==> config.mk <==
export PLATFORM = sky130hd
export DESIGN_NAME = load_store_unit
export DESIGN_NICKNAME = d
export VERILOG_FILES = /design/src/rtl/load_store_unit.sv
export SDC_FILE = /design/constraint.sdc
export NUM_CORES = 1
export LEC_CHECK = 0
export BUFFER_PORTS_ARGS = -buffer_cell sky130_fd_sc_hd__buf_2
export CAP_MARGIN = 20
export CORE_ASPECT_RATIO = 0.9
export CORE_MARGIN = 3
export CORE_UTILIZATION = 40
export CTS_CLUSTER_DIAMETER = 80
export CTS_CLUSTER_SIZE = 16
export DETAILED_ROUTE_END_ITERATION = 6
export MAX_ROUTING_LAYER = met4
export PLACE_DENSITY = 0.7
export RECOVER_POWER = 25
export SETUP_SLACK_MARGIN = 0.2
export SLEW_MARGIN = 10
export SYNTH_ARGS = -nofsm -noshare
export SYNTH_HDL_FRONTEND = slang
export SYNTH_SLANG_ARGS = --single-unit
==> constraint.sdc <==
create_clock -name clk -period 2.03 [get_ports clk]
set_input_delay 0.203 -clock clk [delete_from_list [all_inputs] [get_ports clk]]
set_output_delay 0.203 -clock clk [all_outputs]
set_load 0.02 [all_outputs]
==> src/rtl/load_store_unit.sv <==
// rtl/load_store_unit.sv - MEM-stage load/store initiator with sub-word read-modify-write
// Optional feature macro: MISALIGN_TRAP_EN (misaligned half/word requests trap instead of being forced aligned)
module load_store_unit #(
  parameter int D_W   = 32,
  parameter int AD_W  = 32,
  parameter int DEPTH = 32
) (
  input  logic            clk,
  input  logic            rst,
  input  logic            req_valid,
  output logic            req_ready,
  input  logic            req_write,
  input  logic [1:0]      req_size,
  input  logic            req_unsigned,
  input  logic [31:0]     req_addr,
  input  logic [D_W-1:0]  req_wdata,
  output logic            resp_valid,
  output logic [D_W-1:0]  resp_rdata,
  output logic            misalign,
  output logic            dm_memread,
  output logic            dm_mem_write,
  output logic [AD_W-1:0] mem_address,
  output logic [D_W-1:0]  dm_data_input,
  input  logic [D_W-1:0]  dm_Memory_out_Data
);

  localparam int IDX_W = $clog2(DEPTH);

  typedef enum logic [1:0] {
    S_IDLE,
    S_RD,
    S_CAP,
    S_WR
  } state_t;

  state_t      state;
  logic        lat_write;
  logic [1:0]  lat_size;
  logic        lat_unsigned;
  logic [1:0]  lat_lo;
  logic [15:0] lat_wdata;

  logic [IDX_W-1:0] word_idx;
  logic             req_misaligned;
  logic             unused_addr_hi;

  // Word index wraps modulo DEPTH; the high address bits are deliberately dropped
  assign word_idx       = req_addr[IDX_W+1:2];
  assign unused_addr_hi = ^req_addr[31:IDX_W+2];

  // Requests are only taken in IDLE, and never while reset is asserted
  assign req_ready = (state == S_IDLE) && !rst;

`ifdef MISALIGN_TRAP_EN
  assign req_misaligned = ((req_size == 2'b01) && req_addr[0]) ||
                          (req_size[1] && (req_addr[1:0] != 2'b00));
`else
  // Offending low bits are simply ignored by the lane logic, so nothing traps
  assign req_misaligned = 1'b0;
`endif

  // Pick the addressed lane(s) out of a little-endian word and extend to 32 bits
  function automatic logic [31:0] load_extract(input logic [31:0] word,
                                               input logic [1:0]  size,
                                               input logic [1:0]  lo,
                                               input logic        uns);
    logic [7:0]  b;
    logic [15:0] h;
    logic [31:0] r;
    b = word[{lo, 3'b000} +: 8];
    h = lo[1] ? word[31:16] : word[15:0];
    case (size)
      2'b00:   r = uns ? {24'h0, b} : {{24{b[7]}}, b};
      2'b01:   r = uns ? {16'h0, h} : {{16{h[15]}}, h};
      default: r = word;
    endcase
    return r;
  endfunction

  // Replace only the addressed byte/half of the word read back from memory
  function automatic logic [31:0] store_merge(input logic [31:0] old_word,
                                              input logic [15:0] wd,
                                              input logic [1:0]  size,
                                              input logic [1:0]  lo);
    logic [31:0] mask;
    logic [31:0] data;
    logic [4:0]  sh;
    if (size == 2'b00) begin
      sh   = {lo, 3'b000};
      mask = 32'h0000_00FF << sh;
      data = {24'h0, wd[7:0]} << sh;
    end else begin
      sh   = {lo[1], 4'b0000};
      mask = 32'h0000_FFFF << sh;
      data = {16'h0, wd} << sh;
    end
    return (old_word & ~mask) | (data & mask);
  endfunction

  // Control FSM; every memory-side and response output is a register of this block
  always_ff @(posedge clk) begin
    if (rst) begin
      state         <= S_IDLE;
      resp_valid    <= 1'b0;
      resp_rdata    <= '0;
      misalign      <= 1'b0;
      dm_memread    <= 1'b0;
      dm_mem_write  <= 1'b0;
      mem_address   <= '0;
      dm_data_input <= '0;
      lat_write     <= 1'b0;
      lat_size      <= 2'b00;
      lat_unsigned  <= 1'b0;
      lat_lo        <= 2'b00;
      lat_wdata     <= '0;
    end else begin
      // Strobes and the response are single-cycle pulses unless re-asserted below
      resp_valid   <= 1'b0;
      misalign     <= 1'b0;
      dm_memread   <= 1'b0;
      dm_mem_write <= 1'b0;
      case (state)
        S_IDLE: begin
          if (req_valid) begin
            lat_write    <= req_write;
            lat_size     <= req_size;
            lat_unsigned <= req_unsigned;
            lat_lo       <= req_addr[1:0];
            lat_wdata    <= req_wdata[15:0];
            mem_address  <= AD_W'(word_idx);
            if (req_misaligned) begin
              // Trapped request: answer immediately, memory is never touched
              resp_valid <= 1'b1;
              misalign   <= 1'b1;
              resp_rdata <= '0;
              state      <= S_IDLE;
            end else if (req_write && req_size[1]) begin
              // Full-word store needs no read-back
              dm_mem_write  <= 1'b1;
              dm_data_input <= req_wdata;
              state         <= S_WR;
            end else begin
              dm_memread <= 1'b1;
              state      <= S_RD;
            end
          end
        end
        S_RD: begin
          // Memory registers the read on this edge; data is present during CAP
          state <= S_CAP;
        end
        S_CAP: begin
          if (lat_write) begin
            dm_data_input <= store_merge(dm_Memory_out_Data, lat_wdata, lat_size, lat_lo);
            dm_mem_write  <= 1'b1;
            state         <= S_WR;
          end else begin
            resp_rdata <= load_extract(dm_Memory_out_Data, lat_size, lat_lo, lat_unsigned);
            resp_valid <= 1'b1;
            state      <= S_IDLE;
          end
        end
        S_WR: begin
          resp_rdata <= '0;
          resp_valid <= 1'b1;
          state      <= S_IDLE;
        end
        default: state <= S_IDLE;
      endcase
    end
  end

endmodule
==> results of run 1 <==
[stage by stage]
stage / utilization (%) / std cells / worst slack (ns) / instance area (µm²) / hold WS (ns)
2_1_floorplan: - / 580 / 0.3710 / 4852 / 0.3390
3_3_place_gp: 48.37 / 836 / 0.2006 / 5575 / 0.4399
3_5_place_dp: 48.37 / 836 / -0.02343 / 5575 / 0.4414
4_1_cts: 51.09 / 852 / 0.2252 / 5889 / 0.08947
5_1_grt: 50.80 / 855 / 0.1976 / 5856 / 0.09910
6_report: 50.80 / 855 / 0.2957 / 5856 / 0.1003
[state kept, by name (all words and copies together), names as in the netlist, 2 cells and up]
name	count
state	2
dm_data_input	32
mem_address	5
resp_rdata	32
lat_lo	2
lat_wdata	16
lat_size	2
[worst min path at each step]
stage,start,to,slack (ns),depth (start not counted)
after floorplan,req_wdata[10],lat_wdata[10],0.34,2
after global placement,mem_address[4],mem_address[4],0.44,2
after detailed placement,resp_rdata[1],resp_rdata[1],0.44,1
after CTS,req_addr[6],mem_address[4],0.09,3
after global routing,req_wdata[3],lat_wdata[3],0.1,3
final,req_addr[6],mem_address[4],0.10,3
[placed cells by master, fill, tap and decap left out, drive strengths merged, types with 2 or more instances in the layout]
cell      synthesis  routed
a22oi             2       2
a221o            17      17
or3               2       2
o21a              8       8
o221ai            2       2
nor2              7       7
dfxtp            96      96
nor3              4       4
clkbuf           29      51
o22ai            11      11
nor2b             2       2
inv              20      20
buf              46     137
a31oi             8       8
nand3            19      19
conb              1      28
nand2b           27      27
a32o             23      23
nor4              2       2
nand2           112     112
a222oi           16      16
o21ai             9       9
diode             0       3
mux2i            17      17
a22o              8       8
a21boi            2       2
and3              3       3
a21oi            41      41
mux2              9       9
clkinvlp          0       2
[power groups by stage]
stage / sequential (mW) / combinational, mW / clock [mW]
final: 2.12 / 1.05 / 1.71
after floorplan: 2.23 / 0.631 / 0
after global placement: 2.16 / 1.04 / 0
after global routing: 2.14 / 1.14 / 1.83
after detailed placement: 2.16 / 1.05 / 0
after CTS: 2.12 / 1.06 / 1.74
[logic make-up (layout without fill, tap and decap cells)]
kind of cell	count (synthesis)	after routing
AND/OR/NAND/NOR	184	184
multiplexers	27	27
AO/OA/AOI/OAI	149	149
buffers and inverters	96	212
flip-flops	96	96
other	1	31
[area by class of cell]
class | instances | area (µm²) | share of cell area, %
Clock buffer | 11 | 252.7 | 4.316
Timing Repair Buffer | 177 | 913.4 | 15.60
Antenna cell | 3 | 7.507 | 0.1282
Sequential cell | 96 | 1923 | 32.84
Tap cell | 156 | 195.2 | 3.333
Clock inverter | 3 | 42.54 | 0.7265
Inverter | 21 | 82.58 | 1.410
Multi-Input combinational cell | 388 | 2439 | 41.65
[critical path, delay by kind of cell, from the launching register on]
family | cells | cell delay [ns]
multiplexers | 1 | 0.39
AO/OA/AOI/OAI | 3 | 0.84
flip-flops | 1 | 0.40
[layer usage]
layer | wire (µm) | track usage [%]
met1 | 6887 | 31.15
met2 | 6894 | 35.70
met3 | 1402 | 5.710
met4 | 252 | 6.553
met5 | 0 | -
[Yosys cell counts (3+ instances only)]
master                     count
sky130_fd_sc_hd__a21oi_1      41
sky130_fd_sc_hd__a221o_1      17
sky130_fd_sc_hd__a222oi_1     16
sky130_fd_sc_hd__a22o_1        8
sky130_fd_sc_hd__a31oi_1       8
sky130_fd_sc_hd__a32o_1       23
sky130_fd_sc_hd__and3_1        3
sky130_fd_sc_hd__buf_1         3
sky130_fd_sc_hd__buf_2        12
sky130_fd_sc_hd__buf_4        28
sky130_fd_sc_hd__buf_6         3
sky130_fd_sc_hd__clkbuf_1     28
sky130_fd_sc_hd__dfxtp_1      96
sky130_fd_sc_hd__inv_1        20
sky130_fd_sc_hd__mux2_2        9
sky130_fd_sc_hd__mux2i_1      17
sky130_fd_sc_hd__nand2_1     110
sky130_fd_sc_hd__nand2b_1     27
sky130_fd_sc_hd__nand3_1      19
sky130_fd_sc_hd__nor2_1        6
sky130_fd_sc_hd__o21a_1        8
sky130_fd_sc_hd__o21ai_0       8
sky130_fd_sc_hd__o22ai_1      11
[what timing repair did]
item,CTS,global route
endpoints found under the setup margin,17,33
gates resized for setup,2,3
setup buffers,2,0
pin swaps,1,0
==> parameters.txt, run 1 <==
Parameter                              Value

Critical path
  Setup Crit Path Kind    reg -> reg
  Start point of the critical path    lat_lo[1]
  Arrival time at the worst endpoint    a little under 2 ns
  Capture instance of the worst register-to-register path    resp_rdata[11]
  Worst setup endpoint    resp_rdata[11]
  Type of element capturing the critical path    flip-flop
  Worst path max stage delay    around 0.40 ns
  Startpoint of the worst-slack reg-to-reg timing path    lat_lo[1]
  Worst reg2reg setup slack    slightly below 0.3 ns
  Type of element launching the critical path    flip-flop
  Worst reg2reg path depth    4
  Slowest CP cell    sky130_fd_sc_hd__dfxtp_1
  Required time of the critical path    approximately 2.3 ns
  Worst-path maximum fanout    9
  Sequence of cells on the critical path    mux2_2 > a22oi_2 > o21ai_0 > a32o_1

CTS
  Clock Latency Late Sink    approximately 0.34 ns
  Number of buffers on the longest clock path    2
  Hold bufs inserted after CTS    0
  Post-CTS clock slew at the launch and capture registers of the worst setup and hold paths    ~0.07 ns
  Clock sink total    96
  TritonCTS buffer count    9
  Cell at the root of the clock tree    sky130_fd_sc_hd__clkbuf_16
  Clock H-tree levels    3
  TritonCTS clock tree    built

GRT
  Via count of the first global-routing pass    ~4400
  Number of antenna violations at the first check in global routing    3
  Global-route wire length before repair    about 23000 µm
  Largest net degree at the start of global routing    48
  Overall fraction of global-route tracks in use    a little under a quarter
  Gr ovfl total    0

Synthesis
  Number of flops mapped to enable cells by yosys    0
  Share of Yosys cell area claimed by the top area cell type    about 40%
  Dominant combinational cell family by area after synthesis    compound AO/OA/AOI/OAI gates
  Synthesized netlist cell count    roughly 550
  Post-synthesis sequential element count    between 90 and 100
  Adder-cell share of the synthesized area    0%
  Proportion of synthesized flip-flops having asynchronous set or reset    0%
  Primary FF master, synth    sky130_fd_sc_hd__dfxtp_1
  Post-Synth Simple-Gate Area    between 10% and 20%
  Share of the yosys chip area belonging to registers    about 40%
  Total of warnings raised by yosys    0
  Post-Synth XOR/XNOR Area    0%
  Ranking of synthesized cells by area    sky130_fd_sc_hd__dfxtp_1 (40%), sky130_fd_sc_hd__nand2_1 (8.7%), sky130_fd_sc_hd__a32o_1 (4.8%), sky130_fd_sc_hd__buf_4 (4.4%), sky130_fd_sc_hd__a21oi_1 (4.3%)
  Area fraction in compound gates after synthesis    23.89%
  Mux cell area share after synthesis    6.189%
  Cell taking the most area after synthesis    sky130_fd_sc_hd__dfxtp_1
  Number of unique standard cell types used by synthesis    between 40 and 50
  Mapped Avg Cell Area    between 8 and 9 µm²
  Synthesized area    ~0.0048 mm²

STA
  Unrepaired setup endpoints after global routing    yes
  Highest clock frequency the design can meet    between 500 and 600 MHz
  Clock Skew    approximately 0.0056 ns
  Crit share post-route    around 85%
  Post-route setup TNS    0 ns
  Number of failing hold endpoints at the final stage    0
  Final count of pins violating max slew    0
  Final critical delay including setup and external delays    around 1.7 ns
  Final setup fails    0

Final layout
  Syn-to-layout area delta    23.26%
  NumNets Final    just under 800
  Final-layout fill cell count    around 1100
  Fraction of layout instances using a drive strength above 1    25.29%

Route
  Starting DRC count in detailed routing    between 400 and 500
  Drt first pass iters    5
  Remaining number of nets flagged by the antenna check after routing    0
  Vias after detailed routing    4671
  Average wire per cell in the routed design    approximately 18 µm
  Via density    5.463
  Residual DRC    0
  WL final    around 15000 µm

Power
  Internal power    around 3.4 mW
  Switching power    1.467 mW
  Power density normalized to cell area    833.4 mW/mm²
  Worst supply voltage drop on vdd    around 0.00044 V
  Flop pwr share    between 40 and 50%
  Total Power Consumption    between 4 and 5 mW
  Leakage power total    2.660 nW
  Switching Share    between 30 and 40%
  Relative contribution of combinational cells to total power    between 20 and 25%
  Clock group share of total power    between 30% and 40%

Die
  Area of the core region    around 0.012 mm²
  Die span in x    120.9 µm
  Number of rows created at floorplan    37
  Height of the die    roughly 110 µm
  Effective utilization at floorplan    41.21%
  IO Count    just over 200
  Die Footprint    0.01322 mm²

Run
  Max-cap violations    0

Status
  Result of the run    finished clean

Worst hold path
  Min-Delay Path Class    in -> reg

Placed design
  Number of I/O port buffers    150
  Routability congestion estimate    between 0.8 and 0.9
  Placed wire-length estimate after detailed placement    between 10000 and 15000 µm
Power figures use the tool's default switching activity.
==> inputs of run 2 (changes only) <==
--- a/config.mk
+++ b/config.mk
@@ -14,7 +14,7 @@
 export CTS_CLUSTER_SIZE = 16
 export DETAILED_ROUTE_END_ITERATION = 6
 export MAX_ROUTING_LAYER = met4
-export PLACE_DENSITY = 0.7
+export PLACE_DENSITY_LB_ADDON = 0.2
 export RECOVER_POWER = 25
 export SETUP_SLACK_MARGIN = 0.2
 export SLEW_MARGIN = 10
==> run 2 against run 1 <==
Via count up 1.4%. Clock-buffer cell count up 1. Flip-flop and latch count stayed put. Wire length rose by 0.77%. Sequential power about the same. Register-to-register slack better by 0.02 ns. Maximum frequency grew 1.3%. Critical path type unchanged. Critical endpoint is now dm_data_input[28]. Highest routed layer unchanged.
==> parameters.txt, run 2 (synthesized netlist as in run 1, its figures left out) <==
Parameter                              Value

STA
  Crit share post-route    84.34% (was 85.43%)
  Unrepaired setup endpoints after global routing    no (was yes)
  Worst slew pin tran    between 0.7 and 0.8 ns
  Highest clock frequency the design can meet    584.1 MHz (was 576.6 MHz)
  Final count of pins violating max slew    0 (unchanged)
  Slew HR    a little over half
  Final critical delay including setup and external delays    1.712 ns (was 1.734 ns)
  Number of failing hold endpoints at the final stage    0 (unchanged)
  Final setup fails    0 (unchanged)
  Post-route setup TNS    0 ns (unchanged)
  Clock Skew    0.009517 ns (was 0.005611 ns)

Route
  Starting DRC count in detailed routing    416 (was 480)
  Drt first pass iters    6 (was 5)
  DR WL met2    7022 µm (was 6894 µm)
  WL final    15560 µm (was 15440 µm)
  WL met3    1393 µm (was 1402 µm)
  Via density    5.553 (was 5.463)
  Uppermost signal routing layer after detailed routing    met4 (unchanged)
  Vias after detailed routing    4737 (was 4671)
  Average wire per cell in the routed design    18.24 µm (was 18.05 µm)
  Residual DRC    0 (unchanged)
  Remaining number of nets flagged by the antenna check after routing    0 (unchanged)
  Post-route met1 wirelength    6948 µm (was 6887 µm)

GRT
  Gr ovfl total    0 (unchanged)
  Via count of the first global-routing pass    4415 (was 4367)
  Largest net degree at the start of global routing    47 (was 48)
  Global-route wire length before repair    23870 µm (was 23290 µm)
  Overall fraction of global-route tracks in use    23.87% (was 23.42%)
  Number of antenna violations at the first check in global routing    1 (was 3)

Power
  Power density normalized to cell area    838.0 mW/mm² (was 833.4 mW/mm²)
  Worst supply voltage drop on vdd    0.0005460 V (was 0.0004407 V)
  Internal power    3.398 mW (was 3.413 mW)
  Switching Share    30.80% (was 30.05%)
  Flop pwr share    43.1% (was 43.5%)
  Clock group share of total power    35.3% (was 35.0%)
  Relative contribution of combinational cells to total power    21.6% (was 21.5%)
  Leakage power total    2.649 nW (was 2.660 nW)
  Switching power    1.512 mW (was 1.467 mW)

Die
  Die Footprint    0.01322 mm² (unchanged)
  IO Count    204 (unchanged)
  Area of the core region    0.01153 mm² (unchanged)
  Height of the die    109.4 µm (unchanged)
  Effective utilization at floorplan    41.21% (unchanged)
  Die span in x    120.9 µm (unchanged)
  Number of rows created at floorplan    37 (unchanged)

CTS
  Clock Latency Late Sink    0.35 ns (was 0.34 ns)
  Clock sink total    96 (unchanged)
  Cell at the root of the clock tree    sky130_fd_sc_hd__clkbuf_16 (unchanged)
  TritonCTS buffer count    9 (unchanged)
  Post-CTS clock slew at the launch and capture registers of the worst setup and hold paths    0.07 ns (about the same)
  TritonCTS clock tree    built (unchanged)
  Hold bufs inserted after CTS    0 (unchanged)
  Clock H-tree levels    3 (unchanged)
  Number of buffers on the longest clock path    2 (unchanged)

Critical path
  Type of element capturing the critical path    flip-flop (unchanged)
  Arrival time at the worst endpoint    2.00 ns (was 1.97 ns)
  Setup Crit Path Kind    reg -> reg (unchanged)
  Required time of the critical path    2.32 ns (was 2.27 ns)
  Worst-path maximum fanout    17 (was 9)
  Type of element launching the critical path    flip-flop (unchanged)

Final layout
  Regs by FF count    dm_data_input (32), resp_rdata (32), lat_wdata (16) (unchanged)
  Leading cell type in the layout, fill and taps excluded    sky130_fd_sc_hd__buf_2 (unchanged)
  NumNets Final    794 (was 796)
  Highest-count cells in the layout ignoring fill and taps    sky130_fd_sc_hd__buf_2 (111), sky130_fd_sc_hd__nand2_1 (110), sky130_fd_sc_hd__dfxtp_1 (93) (was sky130_fd_sc_hd__buf_2 (111), sky130_fd_sc_hd__nand2_1 (110), sky130_fd_sc_hd__dfxtp_1 (95))
  Filler-free cell count of the finished design    853 (was 855)
  Syn-to-layout area delta    23.33% (was 23.26%)
  Fraction of layout instances using a drive strength above 1    25.57% (was 25.29%)
  Final-layout fill cell count    1128 (was 1142)

Status
  Result of the run    finished clean (unchanged)

Placed design
  Number of I/O port buffers    150 (unchanged)
  Routability congestion estimate    0.9097 (was 0.8961)
  Placed wire-length estimate after detailed placement    11460 µm (was 11640 µm)
  Number of placed cells counting well taps    833 (was 836)

Worst hold path
  Min-Delay Path Class    in -> reg (unchanged)

Run
  Max-cap violations    0 (unchanged)
-- run 2: changes by cell type in the layout (fill, tap and decap cells not counted), moves of 2 or more --
cell                       previous run  this run
sky130_fd_sc_hd__dfxtp_1             95        93
sky130_fd_sc_hd__clkbuf_1            40        43
sky130_fd_sc_hd__diode_2              3         1
sky130_fd_sc_hd__dfxtp_2              1         3
sky130_fd_sc_hd__buf_4               25        22
-- run 2: repair_timing --
item                       4_1_cts  5_1_grt
setup endpoints to repair       29       38
resized for setup                4        6
setup buffers                    2        1
pin swaps                        1        1
-- run 2: critical path, cell delays in order, from the launching register on --
cell and delay (ns):
sky130_fd_sc_hd__dfxtp_1 0.44, sky130_fd_sc_hd__clkbuf_1 0.19, sky130_fd_sc_hd__nor2b_1 0.24, sky130_fd_sc_hd__buf_4 0.26, sky130_fd_sc_hd__nand3_2 0.21, sky130_fd_sc_hd__nand3_1 0.14, sky130_fd_sc_hd__a32o_1 0.17
-- run 2: final timing paths --
check             cells after the start           endpoint  slack (ns)            from
setup / recovery                      6  dm_data_input[28]        0.32        state[1]
hold / removal                        3     mem_address[1]        0.09     req_addr[3]
setup reg to reg                      6  dm_data_input[28]        0.32        state[1]
hold reg to reg                       2     mem_address[1]        0.46  mem_address[1]
-- run 2: area by class of cell --
type	instances	area (µm²)	area share, %
diodes	1	2.502	0.04271
clock buffers	12	246.5	4.207
clock inverters	4	53.80	0.9182
inverters	21	82.58	1.409
multi-input cells	388	2459	41.96
flip-flops and latches	96	1926	32.86
well taps	156	195.2	3.331
repair buffers	175	894.6	15.27
-- run 2: per-stage QoR --
step | power (mW) | worst slack, ns | instance area (µm²) | utilization, % | hold WS [ns]
5_1_grt | 5.129 | 0.1504 | 5859 | 50.83 | 0.09568
6_report | 4.910 | 0.3180 | 5859 | 50.83 | 0.09053
2_1_floorplan | 2.865 | 0.3710 | 4852 | - | 0.3390
3_5_place_dp | 3.209 | 0.05726 | 5557 | 48.20 | 0.4475
4_1_cts | 4.926 | 0.2051 | 5886 | 51.06 | 0.08604
3_3_place_gp | 3.192 | 0.007872 | 5553 | 48.17 | 0.4393
-- run 2: power groups by stage --
| stage | logic, mW | clock network, mW | registers, mW |
|---|---|---|---|
| after floorplan | 0.631 | 0 | 2.23 |
| after global placement | 1.04 | 0 | 2.15 |
| after detailed placement | 1.05 | 0 | 2.15 |
| after CTS | 1.06 | 1.75 | 2.11 |
| after global routing | 1.16 | 1.83 | 2.13 |
| final | 1.06 | 1.73 | 2.12 |
-- run 2: per-layer routing --
metal,vias to the layer above,GRT usage (%)
met5,-,-
met4,0,6.634
met3,19,5.710
met2,226,35.30
met1,2272,32.74
li1,2220,-
==> inputs of run 3 (changes only) <==
==> constraint.sdc (replaced) <==
create_clock -name clk -period 1.45 [get_ports clk]
set_input_delay 0.145 -clock clk [delete_from_list [all_inputs] [get_ports clk]]
set_output_delay 0.145 -clock clk [all_outputs]
set_load 0.02 [all_outputs]
==> run 3 against run 2 <==
Hold slack worse by 0.055 ns. Sequential power up 40%. Clock power up 62%. Core utilization up 11 points. Design area up 21%. The flow now finishes with violations (negative setup slack). Largest power group unchanged. Global-route usage up 1.0 points. Final cell count up 4.6%. Critical path depth down 1. Register-to-register slack worse by 0.40 ns. Maximum frequency up 12%.
==> parameters.txt, run 3 (synthesized netlist as in run 1, its figures left out) <==
Parameter                              Value

Placed design
  Routability congestion estimate    0.8916 (was 0.9097)
  Placed wire-length estimate after detailed placement    12050 µm (was 11460 µm)
  Instance area after placement    0.005976 mm² (was 0.005557 mm²)
  Number of placed cells counting well taps    865 (was 833)
  Number of I/O port buffers    150 (unchanged)

STA
  Number of failing hold endpoints at the final stage    0 (unchanged)
  Final critical delay including setup and external delays    1.528 ns (was 1.712 ns)
  Clock Skew    0.005588 ns (was 0.009517 ns)
  Worst setup margin    -0.07781 ns (was 0.3180 ns)
  Highest clock frequency the design can meet    654.5 MHz (was 584.1 MHz)
  Unrepaired setup endpoints after global routing    yes (was no)
  Final count of pins violating max slew    0 (unchanged)
  Crit share post-route    105.4% (was 84.34%)
  Final setup fails    51 (was 0)
  Hold WS    0.03573 ns (was 0.09053 ns)

Final layout
  Regs by FF count    dm_data_input (32), resp_rdata (32), lat_wdata (16) (unchanged)
  Fraction of layout instances using a drive strength above 1    46.60% (was 25.57%)
  Area of all placed cells without fillers    0.007077 mm² (was 0.005859 mm²)
  Leading cell type in the layout, fill and taps excluded    sky130_fd_sc_hd__buf_2 (unchanged)
  Highest-count cells in the layout ignoring fill and taps    sky130_fd_sc_hd__buf_2 (126), sky130_fd_sc_hd__dfxtp_1 (90), sky130_fd_sc_hd__nand2_1 (82) (was sky130_fd_sc_hd__buf_2 (111), sky130_fd_sc_hd__nand2_1 (110), sky130_fd_sc_hd__dfxtp_1 (93))
  Filler-free cell count of the finished design    892 (was 853)
  Ant diodes    0 (was 1)
  Final standard cell utilization of the core    61.39% (was 50.83%)
  NumNets Final    834 (was 794)
  Syn-to-layout area delta    48.96% (was 23.33%)
  Final-layout fill cell count    1023 (was 1128)

Power
  Leakage power total    3.307 nW (was 2.649 nW)
  Power density normalized to cell area    1105 mW/mm² (was 838.0 mW/mm²)
  Worst supply voltage drop on vdd    0.0006176 V (was 0.0005460 V)

Critical path
  Worst reg2reg path depth    5 (was 6)
  Setup Crit Path Kind    reg -> reg (unchanged)
  Start point of the critical path    lat_size[0] (was state[1])
  Required time of the critical path    1.68 ns (was 2.32 ns)
  Type of element launching the critical path    flip-flop (unchanged)
  Type of element capturing the critical path    flip-flop (unchanged)
  Arrival time at the worst endpoint    1.76 ns (was 2.00 ns)
  Startpoint of the worst-slack reg-to-reg timing path    lat_size[0] (was state[1])
  Worst-path maximum fanout    8 (was 17)

GRT
  Global-route wire length before repair    24850 µm (was 23870 µm)
  Overall fraction of global-route tracks in use    24.89% (was 23.87%)
  Largest net degree at the start of global routing    34 (was 47)
  Number of antenna violations at the first check in global routing    0 (was 1)
  Via count of the first global-routing pass    4547 (was 4415)
  Gr ovfl total    0 (unchanged)

Route
  Drt first pass iters    5 (was 6)
  Starting DRC count in detailed routing    442 (was 416)
  Average wire per cell in the routed design    18.83 µm (was 18.24 µm)
  Residual DRC    0 (unchanged)
  Vias after detailed routing    4945 (was 4737)
  WL final    16800 µm (was 15560 µm)
  Via density    5.544 (was 5.553)
  Remaining number of nets flagged by the antenna check after routing    0 (unchanged)

Die
  Die span in x    120.9 µm (unchanged)
  Area of the core region    0.01153 mm² (unchanged)
  Effective utilization at floorplan    41.21% (unchanged)
  IO Count    204 (unchanged)
  Number of rows created at floorplan    37 (unchanged)
  Height of the die    109.4 µm (unchanged)
  Die Footprint    0.01322 mm² (unchanged)

CTS
  Clock Latency Late Sink    0.34 ns (was 0.35 ns)
  Number of buffers on the longest clock path    2 (unchanged)
  Cell at the root of the clock tree    sky130_fd_sc_hd__clkbuf_16 (unchanged)
  Post-CTS clock slew at the launch and capture registers of the worst setup and hold paths    0.07 ns (about the same)
  TritonCTS clock tree    built (unchanged)
  TritonCTS buffer count    9 (unchanged)
  Clock sink total    96 (unchanged)
  Clock H-tree levels    3 (unchanged)

Status
  Result of the run    finished, violations left (was finished clean)
  Violations in the final reports    negative setup slack

Worst hold path
  Hold Path Stages    3 (unchanged)
  Launch instance of the worst min-delay path    req_addr[3] (unchanged)
  Min-Delay Path Class    in -> reg (unchanged)

Run
  Max-cap violations    0 (unchanged)
-- run 3: metrics by stage --
step                      total power [mW]  setup slack [ns]  TNS [ns]
after floorplan                      4.127          -0.09840    -1.277
after global placement               4.670           -0.2854    -11.95
after detailed placement             4.692           -0.4359    -15.62
after CTS                            7.639          -0.07449    -2.175
after global routing                 8.104           -0.1275    -5.154
final                                7.822          -0.07781    -2.062
-- run 3: final timing paths --
| path | end | slack (ns) |
|---|---|---|
| setup / recovery | dm_data_input[29] | -0.08 |
| hold / removal | mem_address[1] | 0.04 |
| setup reg to reg | dm_data_input[29] | -0.08 |
| hold reg to reg | lat_wdata[8] | 0.46 |
-- run 3: layout make-up --
type / instances / area [µm²] / area share (%)
Timing Repair Buffer: 215 / 1424 / 20.12
Multi-Input combinational cell: 388 / 3075 / 43.46
Clock buffer: 10 / 239.0 / 3.377
Tap cell: 156 / 195.2 / 2.758
Inverter: 21 / 83.83 / 1.185
Clock inverter: 6 / 115.1 / 1.627
Sequential cell: 96 / 1944 / 27.48
-- run 3: worst max-delay path, stage by stage (launching register included) --
cell,delay (ns)
sky130_fd_sc_hd__dfxtp_4,0.38
sky130_fd_sc_hd__buf_6,0.14
sky130_fd_sc_hd__or3_4,0.41
sky130_fd_sc_hd__nand3_4,0.15
sky130_fd_sc_hd__nand3_2,0.08
sky130_fd_sc_hd__a32o_1,0.26
-- run 3: what timing repair did --
item	in CTS	in global routing
setup buffers	8	0
cloned	1	2
resized for setup	73	108
hold buffers	0	0
hold endpoints to repair	0	0
pin swaps	37	34
setup endpoints to repair	89	93
-- run 3: report_power, final --
group / switching [mW] / internal, mW
registers: 0.142 / 2.82
logic: 1.18 / 0.875
clock network: 1.06 / 1.74
-- run 3: routing by layer --
metal / GRT usage (%) / vias up / share of wire (%)
met1: 33.95 / 2368 / 45
met5: - / - / 0
met4: 7.282 / 0 / 1.9
met2: 37.84 / 246 / 46
li1: - / 2302 / -
met3: 4.681 / 29 / 7.8
